`config.mk`:
```
export PLATFORM = sky130hd
export DESIGN_NAME = oki_rom_arbiter
export DESIGN_NICKNAME = d
export VERILOG_FILES = /design/src/rtl/oki_rom_arbiter_pkg.sv /design/src/rtl/oki_rom_cache.sv /design/src/rtl/oki_rom_arbiter.sv
export SDC_FILE = /design/constraint.sdc
export NUM_CORES = 1
export LEC_CHECK = 0
export ABC_AREA = 1
export CORE_MARGIN = 10
export CORE_UTILIZATION = 25
export DETAILED_ROUTE_END_ITERATION = 10
export PLACE_DENSITY = 0.56
export SYNTH_ARGS = -nofsm -noshare
export SYNTH_HDL_FRONTEND = slang
export SYNTH_SLANG_ARGS = --single-unit
```
`constraint.sdc`:
```
create_clock -name clock -period 2.9 [get_ports clock]
set_input_delay 0.29 -clock clock [delete_from_list [all_inputs] [get_ports clock]]
set_output_delay 0.29 -clock clock [all_outputs]
set_load 0.01 [all_outputs]
```
`src/rtl/oki_rom_arbiter_pkg.sv`:
```
// Shared sound-memory definitions: address/data widths and arbiter FSM states.
package oki_rom_arbiter_pkg;

    localparam int unsigned ROM_ADDR_W = 18;
    localparam int unsigned MEM_ADDR_W = 25;
    localparam int unsigned DATA_W     = 8;

    typedef enum logic [1:0] {
        ST_IDLE,
        ST_REQ,
        ST_WAIT
    } arb_state_t;

endpackage

```
`src/rtl/oki_rom_cache.sv`:
```
// One-entry read cache for a single OKI sample ROM port.
module oki_rom_cache
    import oki_rom_arbiter_pkg::*;
(
    input  logic                  clock,
    input  logic                  reset,
    input  logic [ROM_ADDR_W-1:0] lookup_addr,
    input  logic                  fill,
    input  logic [ROM_ADDR_W-1:0] fill_tag,
    input  logic [DATA_W-1:0]     fill_data,
    output logic                  hit,
    output logic [DATA_W-1:0]     dout
);

    logic [ROM_ADDR_W-1:0] tag;
    logic [DATA_W-1:0]     data;
    logic                  tag_valid;

    // Capture a completed memory read as the new cache entry
    always_ff @(posedge clock) begin
        if (reset) begin
            tag       <= '0;
            data      <= '0;
            tag_valid <= 1'b0;
        end else if (fill) begin
            tag       <= fill_tag;
            data      <= fill_data;
            tag_valid <= 1'b1;
        end
    end

    // Combinational hit compare against the requester's current address
    always_comb begin
        hit  = tag_valid && (tag == lookup_addr);
        dout = data;
    end

endmodule

```
`src/rtl/oki_rom_arbiter.sv`:
```
// Arbitrates two OKI sample-ROM ports onto one sound-memory read port,
// each port fronted by a one-entry cache.
module oki_rom_arbiter
    import oki_rom_arbiter_pkg::*;
#(
    parameter logic [MEM_ADDR_W-1:0] OKI0_BASE = 25'h0000000,
    parameter logic [MEM_ADDR_W-1:0] OKI1_BASE = 25'h0040000
) (
    input  logic                  clock,
    input  logic                  reset,
    input  logic [ROM_ADDR_W-1:0] io_oki0_addr,
    output logic [DATA_W-1:0]     io_oki0_dout,
    output logic                  io_oki0_valid,
    input  logic [ROM_ADDR_W-1:0] io_oki1_addr,
    output logic [DATA_W-1:0]     io_oki1_dout,
    output logic                  io_oki1_valid,
    output logic                  io_mem_rd,
    output logic [MEM_ADDR_W-1:0] io_mem_addr,
    input  logic                  io_mem_wait_n,
    input  logic                  io_mem_valid,
    input  logic [DATA_W-1:0]     io_mem_dout
);

    arb_state_t            state_q, state_d;
    logic                  grant_q, grant_d;       // 0 = OKI 0, 1 = OKI 1
    logic                  last_win_q, last_win_d; // winner of the last contested grant
    logic [ROM_ADDR_W-1:0] addr_latch_q, addr_latch_d;
    logic                  mem_rd_d;
    logic [MEM_ADDR_W-1:0] mem_addr_d;
    logic                  fill, fill0, fill1;
    logic                  hit0, hit1;
    logic                  pend0, pend1;

    oki_rom_cache u_cache0 (
        .clock       (clock),
        .reset       (reset),
        .lookup_addr (io_oki0_addr),
        .fill        (fill0),
        .fill_tag    (addr_latch_q),
        .fill_data   (io_mem_dout),
        .hit         (hit0),
        .dout        (io_oki0_dout)
    );

    oki_rom_cache u_cache1 (
        .clock       (clock),
        .reset       (reset),
        .lookup_addr (io_oki1_addr),
        .fill        (fill1),
        .fill_tag    (addr_latch_q),
        .fill_data   (io_mem_dout),
        .hit         (hit1),
        .dout        (io_oki1_dout)
    );

    assign io_oki0_valid = hit0;
    assign io_oki1_valid = hit1;

    // State register plus the registered memory-port outputs
    always_ff @(posedge clock) begin
        if (reset) begin
            state_q      <= ST_IDLE;
            grant_q      <= 1'b0;
            last_win_q   <= 1'b1;
            addr_latch_q <= '0;
            io_mem_rd    <= 1'b0;
            io_mem_addr  <= '0;
        end else begin
            state_q      <= state_d;
            grant_q      <= grant_d;
            last_win_q   <= last_win_d;
            addr_latch_q <= addr_latch_d;
            io_mem_rd    <= mem_rd_d;
            io_mem_addr  <= mem_addr_d;
        end
    end

    // Next-state, grant selection and address latch
    // The round-robin pointer only moves on contested grants, so a lone
    // uncontested fetch does not steal the other port's turn.
    always_comb begin
        pend0        = !hit0 && !((state_q != ST_IDLE) && !grant_q);
        pend1        = !hit1 && !((state_q != ST_IDLE) && grant_q);
        state_d      = state_q;
        grant_d      = grant_q;
        last_win_d   = last_win_q;
        addr_latch_d = addr_latch_q;
        case (state_q)
            ST_IDLE: begin
                if (pend0 || pend1) begin
                    state_d = ST_REQ;
                    if (pend0 && pend1) begin
                        grant_d    = !last_win_q;
                        last_win_d = !last_win_q;
                    end else begin
                        grant_d = pend1;
                    end
                    addr_latch_d = grant_d ? io_oki1_addr : io_oki0_addr;
                end
            end
            ST_REQ: begin
                if (io_mem_wait_n) begin
                    state_d = io_mem_valid ? ST_IDLE : ST_WAIT;
                end
            end
            ST_WAIT: begin
                if (io_mem_valid) begin
                    state_d = ST_IDLE;
                end
            end
            default: state_d = ST_IDLE;
        endcase
    end

    // Cache fill strobes and next values of the memory-port registers
    always_comb begin
        fill  = ((state_q == ST_REQ) && io_mem_wait_n && io_mem_valid) ||
                ((state_q == ST_WAIT) && io_mem_valid);
        fill0 = fill && !grant_q;
        fill1 = fill && grant_q;
        mem_rd_d   = (state_d == ST_REQ);
        mem_addr_d = io_mem_addr;
        if ((state_q == ST_IDLE) && (state_d == ST_REQ)) begin
            mem_addr_d = (grant_d ? OKI1_BASE : OKI0_BASE) +
                         {{(MEM_ADDR_W-ROM_ADDR_W){1'b0}}, addr_latch_d};
        end
    end

endmodule

```
==> metrics.md, run 1 <==
| Metric | Value |
|---|---|
| Outcome | `finished, final reports clean` |
| Max Clk Rate | `407 MHz` |
| Post-Layout Cell Count | `912` |
| N_diodes | `0` |
| Ys Warns | `0` |
| # Max-Cap Violations | `0` |
| Slew Limit Fails | `0` |
| Drt initial violations | `326` |
| Setup_tns | `0 ns` |
| Clock tree from TritonCTS | `done` |
| Unrepaired setup endpoints after global routing | `false` |
| Arrival time worst endpoint | `2.17 ns` |
| Hold buffers post-CTS | `0` |
| Remaining Overflow, GRT | `0` |
| Setup crit start kind | `primary input` |
| Die Width | `151 um` |
| Placed insts | `897` |
| Leading cell types in the layout, fill and taps excluded | `inv_1, nand2_1, dfxtp_1` |
| Required @ worst endpoint | `2.61 ns` |
| Pwr Density | `600 nW/um2` |
| Rel. slew slack | `49.6%` |
| H-tree Lvls | `3` |
| DR vias/cell | `4.40` |
| Worst Path Max Fanout | `3` |
| Max VDD drop | `0.305 mV` |
| Tmin final | `2.46 ns` |
| Die ar. | `22900 um2` |
| Post-DRT Antenna Nets | `0` |
| Post-Syn Instances | `610` |
| Vias | `4011` |
| Worst setup margin | `0.443 ns` |
| Final setup skew | `0.00754 ns` |
| Setup CP Type | `primary input to output pin` |
| Final Hold Violating Endpoints | `0` |
| Buffers and inverters on the worst path | `4` |
| Clock slew at reported path FFs | `0.07 ns` |
| Commonest non-fill, non-tap cell in the layout | `inv_1` |
| Initial antenna violation count | `1` |
| Rows | `47` |
| Total CTS buffers | `9` |
| Wire length per cell | `15.1 um` |
| Sequential area share after synthesis | `44.5%` |
| Top cell type's share of synthesized area | `44.5%` |
| I/O Buffers | `85` |
| Avg Synthesized Cell Area | `7.08 um2` |
| Final worst path period share | `84.7%` |
| Slowest Stage Delay on Critical Path | `0.57 ns` |
| Final setup viols | `0` |
| Crit. End Element | `output pin` |
| Number of global-route vias before repair | `3768` |
| Place WS | `0.423 ns` |
| Comb power frac | `20.1%` |
| Pleak | `2.30 nW` |
| Fraction of layout cells with a size suffix above 1 | `5.92%` |
| Worst-margin pin slew | `0.754 ns` |
| Starting Density | `25.8%` |
| Fill count | `1825` |
| HPWL Detailed | `10200 um` |
| Seq pwr share | `44.8%` |
| Clock power frac | `35.1%` |
| Worst path most repeated cell | `nand2_1` |
| Distinct cells, synth | `25` |
| Clk_lat worst skew | `0.36 ns` |
| Class of the worst hold path | `flip-flop to flip-flop` |
| First-pass GRT wire length | `21000 um` |
| Final wirelength | `13800 um` |
| Synth area leader | `dfxtp_1` |
| Clock tree buffer depth | `2` |
| Nets | `736` |
| CP Cell Sequence | `clkdlybuf4s50_1 > inv_1 > nand2_1 > nand2_1 > nor2_1 > nand2_1 > nor2_1 > nand3_1 > inv_1 > clkdlybuf4s50_1` |
| Root Buffer | `clkbuf_16` |
| Setup bufs post-CTS | `0` |
| Dominant cells by area after synthesis | `dfxtp_1, a21oi_1, nand3_1, inv_1, nand2_1` |
| GRT Util Overall | `11.9%` |
| Placer's final routability congestion estimate | `0.831` |
| Switching share of total power | `29.4%` |
| Post-route DRC | `0` |
| IO Pins | `92` |
| Core Area | `16800 um2` |
| Total clock sinks | `96` |
| Area grow syn2layout | `31.3%` |
| Largest net degree at the start of global routing | `54` |
| Critical Path Slowest Stage Cell | `clkdlybuf4s50_1` |
| Synth Register Bits | `96` |
| Post-Synthesis Cell Area | `4320 um2` |
| Cell Int Power | `2.40 mW` |
| Switching power | `1.00 mW` |
| Die Y | `151 um` |
| DRT Pass-1 Iters | `5` |
| Crit path max-delay family | `buffers and inverters` |
| Resized Gates After CTS | `0` |
## flip-flops by register name, summed over array words and instances, names as in the netlist
signal,count
io_mem_addr,19
io_mem_rd,1
u_cache1.tag_valid,1
u_cache0.dout,8
addr_latch_q,18
u_cache1.dout,8
state_q,2
last_win_q,1
u_cache1.tag,18
u_cache0.tag,18
grant_q,1
u_cache0.tag_valid,1
## metrics by stage
stage	total power, mW	hold slack [ns]	instance area [um2]	util [%]
4_1_cts	3.44	0.445	5670	33.8
3_5_place_dp	2.24	0.435	5380	32.1
5_1_grt	3.56	0.468	5670	33.8
6_report	3.40	0.442	5670	33.8
3_3_place_gp	2.24	0.433	5380	32.1
2_1_floorplan	1.94	0.430	4340	-
## power groups by stage
stage | Combinational [mW] | Clock (mW) | Sequential [mW]
floorplan | 0.383 | 0 | 1.55
global placement | 0.692 | 0 | 1.55
detailed placement | 0.689 | 0 | 1.55
CTS | 0.692 | 1.22 | 1.52
global route | 0.756 | 1.27 | 1.54
finish | 0.684 | 1.20 | 1.52
## worst register-to-register path, stage by stage, from the launching register on
cell and delay, ns:
dfxtp_1 0.36, inv_1 0.08, nor2_1 0.08, inv_1 0.05
nand2_1 0.09, nand3_1 0.53, o21ai_0 0.62, a21oi_1 0.08
## cell type report
class	count	area [um2]	area share, %
inverters	99	372	6.56
multi-input cells	381	1820	32.0
clock inverters	5	58.8	1.04
well taps	220	275	4.86
flip-flops and latches	96	1920	33.9
clock buffers	10	229	4.04
repair buffers	101	996	17.6
## Yosys cell counts, drive strengths merged
cell type  count
clkbuf        20
buf           19
nor2          26
nor3           2
conb           1
a21oi         95
inv           99
nand3         78
nand4          3
nand2        103
o21ai         60
dfxtp         96
xnor2          2
nand3b         1
o211ai         1
xor2           4
## logic make-up after synthesis
| family | Yosys count | share of synthesized area, % |
|---|---|---|
| buffers and inverters | 138 | 13.9 |
| xor gates and xnor gates | 6 | 1.22 |
| and+or+nand+nor | 213 | 22.1 |
| other | 1 | 0.0868 |
| AOI/OAI and AO/OA | 156 | 18.2 |
| DFF | 96 | 44.5 |
## path summary, 6_finish.rpt
check,startpoint,endpoint,slack [ns],cells after the start
min,u_cache0.dout[6],u_cache0.dout[6],0.44,2
min reg2reg,u_cache0.dout[6],u_cache0.dout[6],0.44,2
max reg2reg,state_q[0],u_cache1.tag[13],0.90,7
max,io_oki0_addr[2],io_oki0_valid,0.44,10
## metal layers
| metal | GRT usage (%) | part of all wire [%] |
|---|---|---|
| met5 | 0 | 0.094 |
| met2 | 18.8 | 45 |
| met4 | 4.48 | 1.5 |
| met1 | 15.1 | 46 |
| met3 | 3.28 | 7.4 |
No activity file was read; power rests on OpenSTA's default activity.
==> run 2: changes to the inputs <==
- clock period: 2.9 -> 2.4 ns (I/O delays scaled with it)
==> run 2 against run 1 <==
  * Clock power increased by 28%
  * Sequential share of layout area decreased by 0.52 points
  * Via count increased by 2.3%
  * Critical path type unchanged
  * Clock-buffer cell count increased by 1
  * Global-route usage increased by 0.41 points
  * Critical endpoint is now io_oki1_valid
  * First-iteration DRC count decreased by 25%
==> metrics.md, run 2 (synthesized netlist as in run 1, its figures left out) <==
| Metric | Value |
|---|---|
| Met3 usage | `3.61% (+0.33 points)` |
| Total clock sinks | `96 (unchanged)` |
| Crit path from | `io_oki1_addr[0]` |
| Crit. End Element | `output pin` |
| Clock tree from TritonCTS | `done` |
| Number of flip-flops in the largest register | `19 (unchanged)` |
| H-tree Lvls | `3 (unchanged)` |
| Wire length per cell | `15.3 um (+1.2%)` |
| Fin util | `34.3% (+0.52 points)` |
| HPWL Detailed | `10000 um (-1.2%)` |
| Max VDD drop | `0.359 mV (+18%)` |
| Worst setup margin | `0.181 ns (-0.262 ns)` |
| Dpl cell area | `5440 um2 (+1.2%)` |
| Place WS | `-0.0197 ns (-0.443 ns)` |
| Largest net degree at the start of global routing | `54 (unchanged)` |
| Hold buffers post-CTS | `0 (unchanged)` |
| Pwr Density | `736 nW/um2 (+23%)` |
| Reg-to-Reg Start | `u_cache0.tag[3]` |
| Grt met2 use | `19.7% (+0.90 points)` |
| Remaining Overflow, GRT | `0 (unchanged)` |
| Crit path max-delay family | `buffers and inverters` |
| Fill count | `1841 (+0.88%)` |
| Most flops, register | `io_mem_addr` |
| WP depth | `9 (-1)` |
| Grt met1 use | `15.0% (-0.13 points)` |
| RR Endpoint | `addr_latch_q[16]` |
| Worst path most repeated cell | `nand2_1` |
| Post-Layout Cell Count | `912 (unchanged)` |
| Max Clk Rate | `451 MHz` |
| Hold Worst Slack | `0.442 ns (+0.000375 ns)` |
| Die ar. | `22900 um2 (unchanged)` |
| First-pass GRT wire length | `21900 um (+4.4%)` |
| Setup_tns | `0 ns (unchanged)` |
| Setup crit start kind | `primary input` |
| DR vias/cell | `4.50 (+2.3%)` |
| Number of global-route vias before repair | `4004 (+6.3%)` |
| Final setup skew | `0.00635 ns (-0.00119 ns)` |
| Outcome | `finished, final reports clean` |
| Placed insts | `897 (unchanged)` |
| Unrepaired setup endpoints after global routing | `false` |
| Final Hold Violating Endpoints | `0 (unchanged)` |
| Post-DRT Antenna Nets | `0 (unchanged)` |
| Slowest Stage Delay on Critical Path | `0.56 ns (about the same)` |
| Commonest non-fill, non-tap cell in the layout | `inv_1` |
| GR peak layer | `met2` |
| Post-route cell area | `5760 um2 (+1.5%)` |
| Setup crit end | `io_oki1_valid` |
| Starting Density | `25.8% (unchanged)` |
| Final wirelength | `14000 um (+1.2%)` |
| Total CTS buffers | `9 (unchanged)` |
| Nets | `736 (unchanged)` |
| Initial antenna violation count | `2 (+1)` |
| Rows | `47 (unchanged)` |
| Total power | `4.24 mW (+25%)` |
| Die Width | `151 um (unchanged)` |
| Arrival time worst endpoint | `1.98 ns (-0.19 ns)` |
| Clk_lat worst skew | `0.35 ns (about the same)` |
| Buffers and inverters on the worst path | `3 (-1)` |
| IO Pins | `92 (unchanged)` |
| Required @ worst endpoint | `2.16 ns (-0.45 ns)` |
| I/O Buffers | `85 (unchanged)` |
| Post-route DRC | `0 (unchanged)` |
| Slew Limit Fails | `0 (unchanged)` |
| Die Y | `151 um (unchanged)` |
| FF-to-FF path depth | `13 (+6)` |
| R2R Setup Slk | `0.44 ns (-0.46 ns)` |
| Clock slew at reported path FFs | `0.06 ns (about the same)` |
| Core Area | `16800 um2 (unchanged)` |
| GRT Util Overall | `12.3% (+0.41 points)` |
| Placer's final routability congestion estimate | `0.773 (-6.9%)` |
| Leading cell types in the layout, fill and taps excluded | `inv_1, nand2_1, dfxtp_1` |
| Pleak | `2.36 nW (+2.6%)` |
| Vias | `4102 (+2.3%)` |
| Class of the worst hold path | `flip-flop to flip-flop` |
| N_diodes | `0 (unchanged)` |
| CP Cell Sequence | `clkdlybuf4s50_1 > inv_1 > nand2_1 > nand2_1 > nand2_1 > nor2_2 > nand3_2 > nor2_4 > clkdlybuf4s50_1` |
| Final setup viols | `0 (unchanged)` |
| DRT Pass-1 Iters | `4 (-1)` |
| Setup CP Type | `primary input to output pin` |
| Tmin final | `2.22 ns` |
| Clock tree buffer depth | `2 (unchanged)` |
| Drt initial violations | `244 (-25%)` |
| Area grow syn2layout | `33.3%` |
| Critical Path Slowest Stage Cell | `clkdlybuf4s50_1` |
| # Max-Cap Violations | `0 (unchanged)` |
| Worst Path Max Fanout | `3 (unchanged)` |
| Final worst path period share | `92.5%` |
| Root Buffer | `clkbuf_16` |
| Fraction of layout cells with a size suffix above 1 | `6.07% (+0.14 points)` |
run 2: cell types whose count changed in the layout (fill, tap and decap cells not counted), sizes merged:
cell	delta
clkinvlp	-2
bufinv	+1
dlymetal6s2s	+1
clkbuf	+1
clkdlybuf4s50	-1
run 2: what timing repair did:
action | CTS | global route
gates resized for setup | 1 | 2
cloned | 0 | 0
setup buffers | 0 | 0
setup endpoints to repair | 1 | 2
run 2: area by class of cell:
type | count | area, um2 | share of cell area (%)
Sequential cell | 96 | 1920 | 33.4
Multi-Input combinational cell | 381 | 1820 | 31.7
Timing Repair Buffer | 101 | 1060 | 18.4
Inverter | 99 | 372 | 6.46
Tap cell | 220 | 275 | 4.78
Clock buffer | 11 | 233 | 4.04
Clock inverter | 4 | 70.1 | 1.22
run 2: power by group:
part,switching [mW],internal [mW],leakage [nW]
Clock,0.622,0.905,0.149
Combinational,0.481,0.392,1.42
Sequential,0.0939,1.75,0.789
Total,1.20,3.04,2.36
run 2: worst min-delay path by stage:
stage,startpoint,to,slack (ns),cells after the start
after floorplan,io_mem_valid,state_q[1],0.40,3
after global placement,u_cache1.dout[0],u_cache1.dout[0],0.43,2
after detailed placement,u_cache1.dout[1],u_cache1.dout[1],0.43,2
after CTS,u_cache1.dout[1],u_cache1.dout[1],0.44,2
after global routing,u_cache0.dout[6],u_cache0.dout[6],0.46,2
final,u_cache1.dout[3],u_cache1.dout[3],0.44,2
run 2: routing by layer:
metal  vias up  share of wire, %
met4         4               2.2
li1       2106                 -
met1      1861                44
met2       105                46
met3        26               8.2
met5         -              0.23
run 2: tightest hold or removal path, cell delays in order (launching register included):
cell,delay [ns]
dfxtp_1,0.31
inv_1,0.04
a21oi_1,0.05
==> run 3: changes to the inputs <==
- ABC_CLOCK_PERIOD_IN_PS: default -> 2400
==> results of run 3 <==
Same layout as run 2: the final DEF is identical, and so are final timing and power.
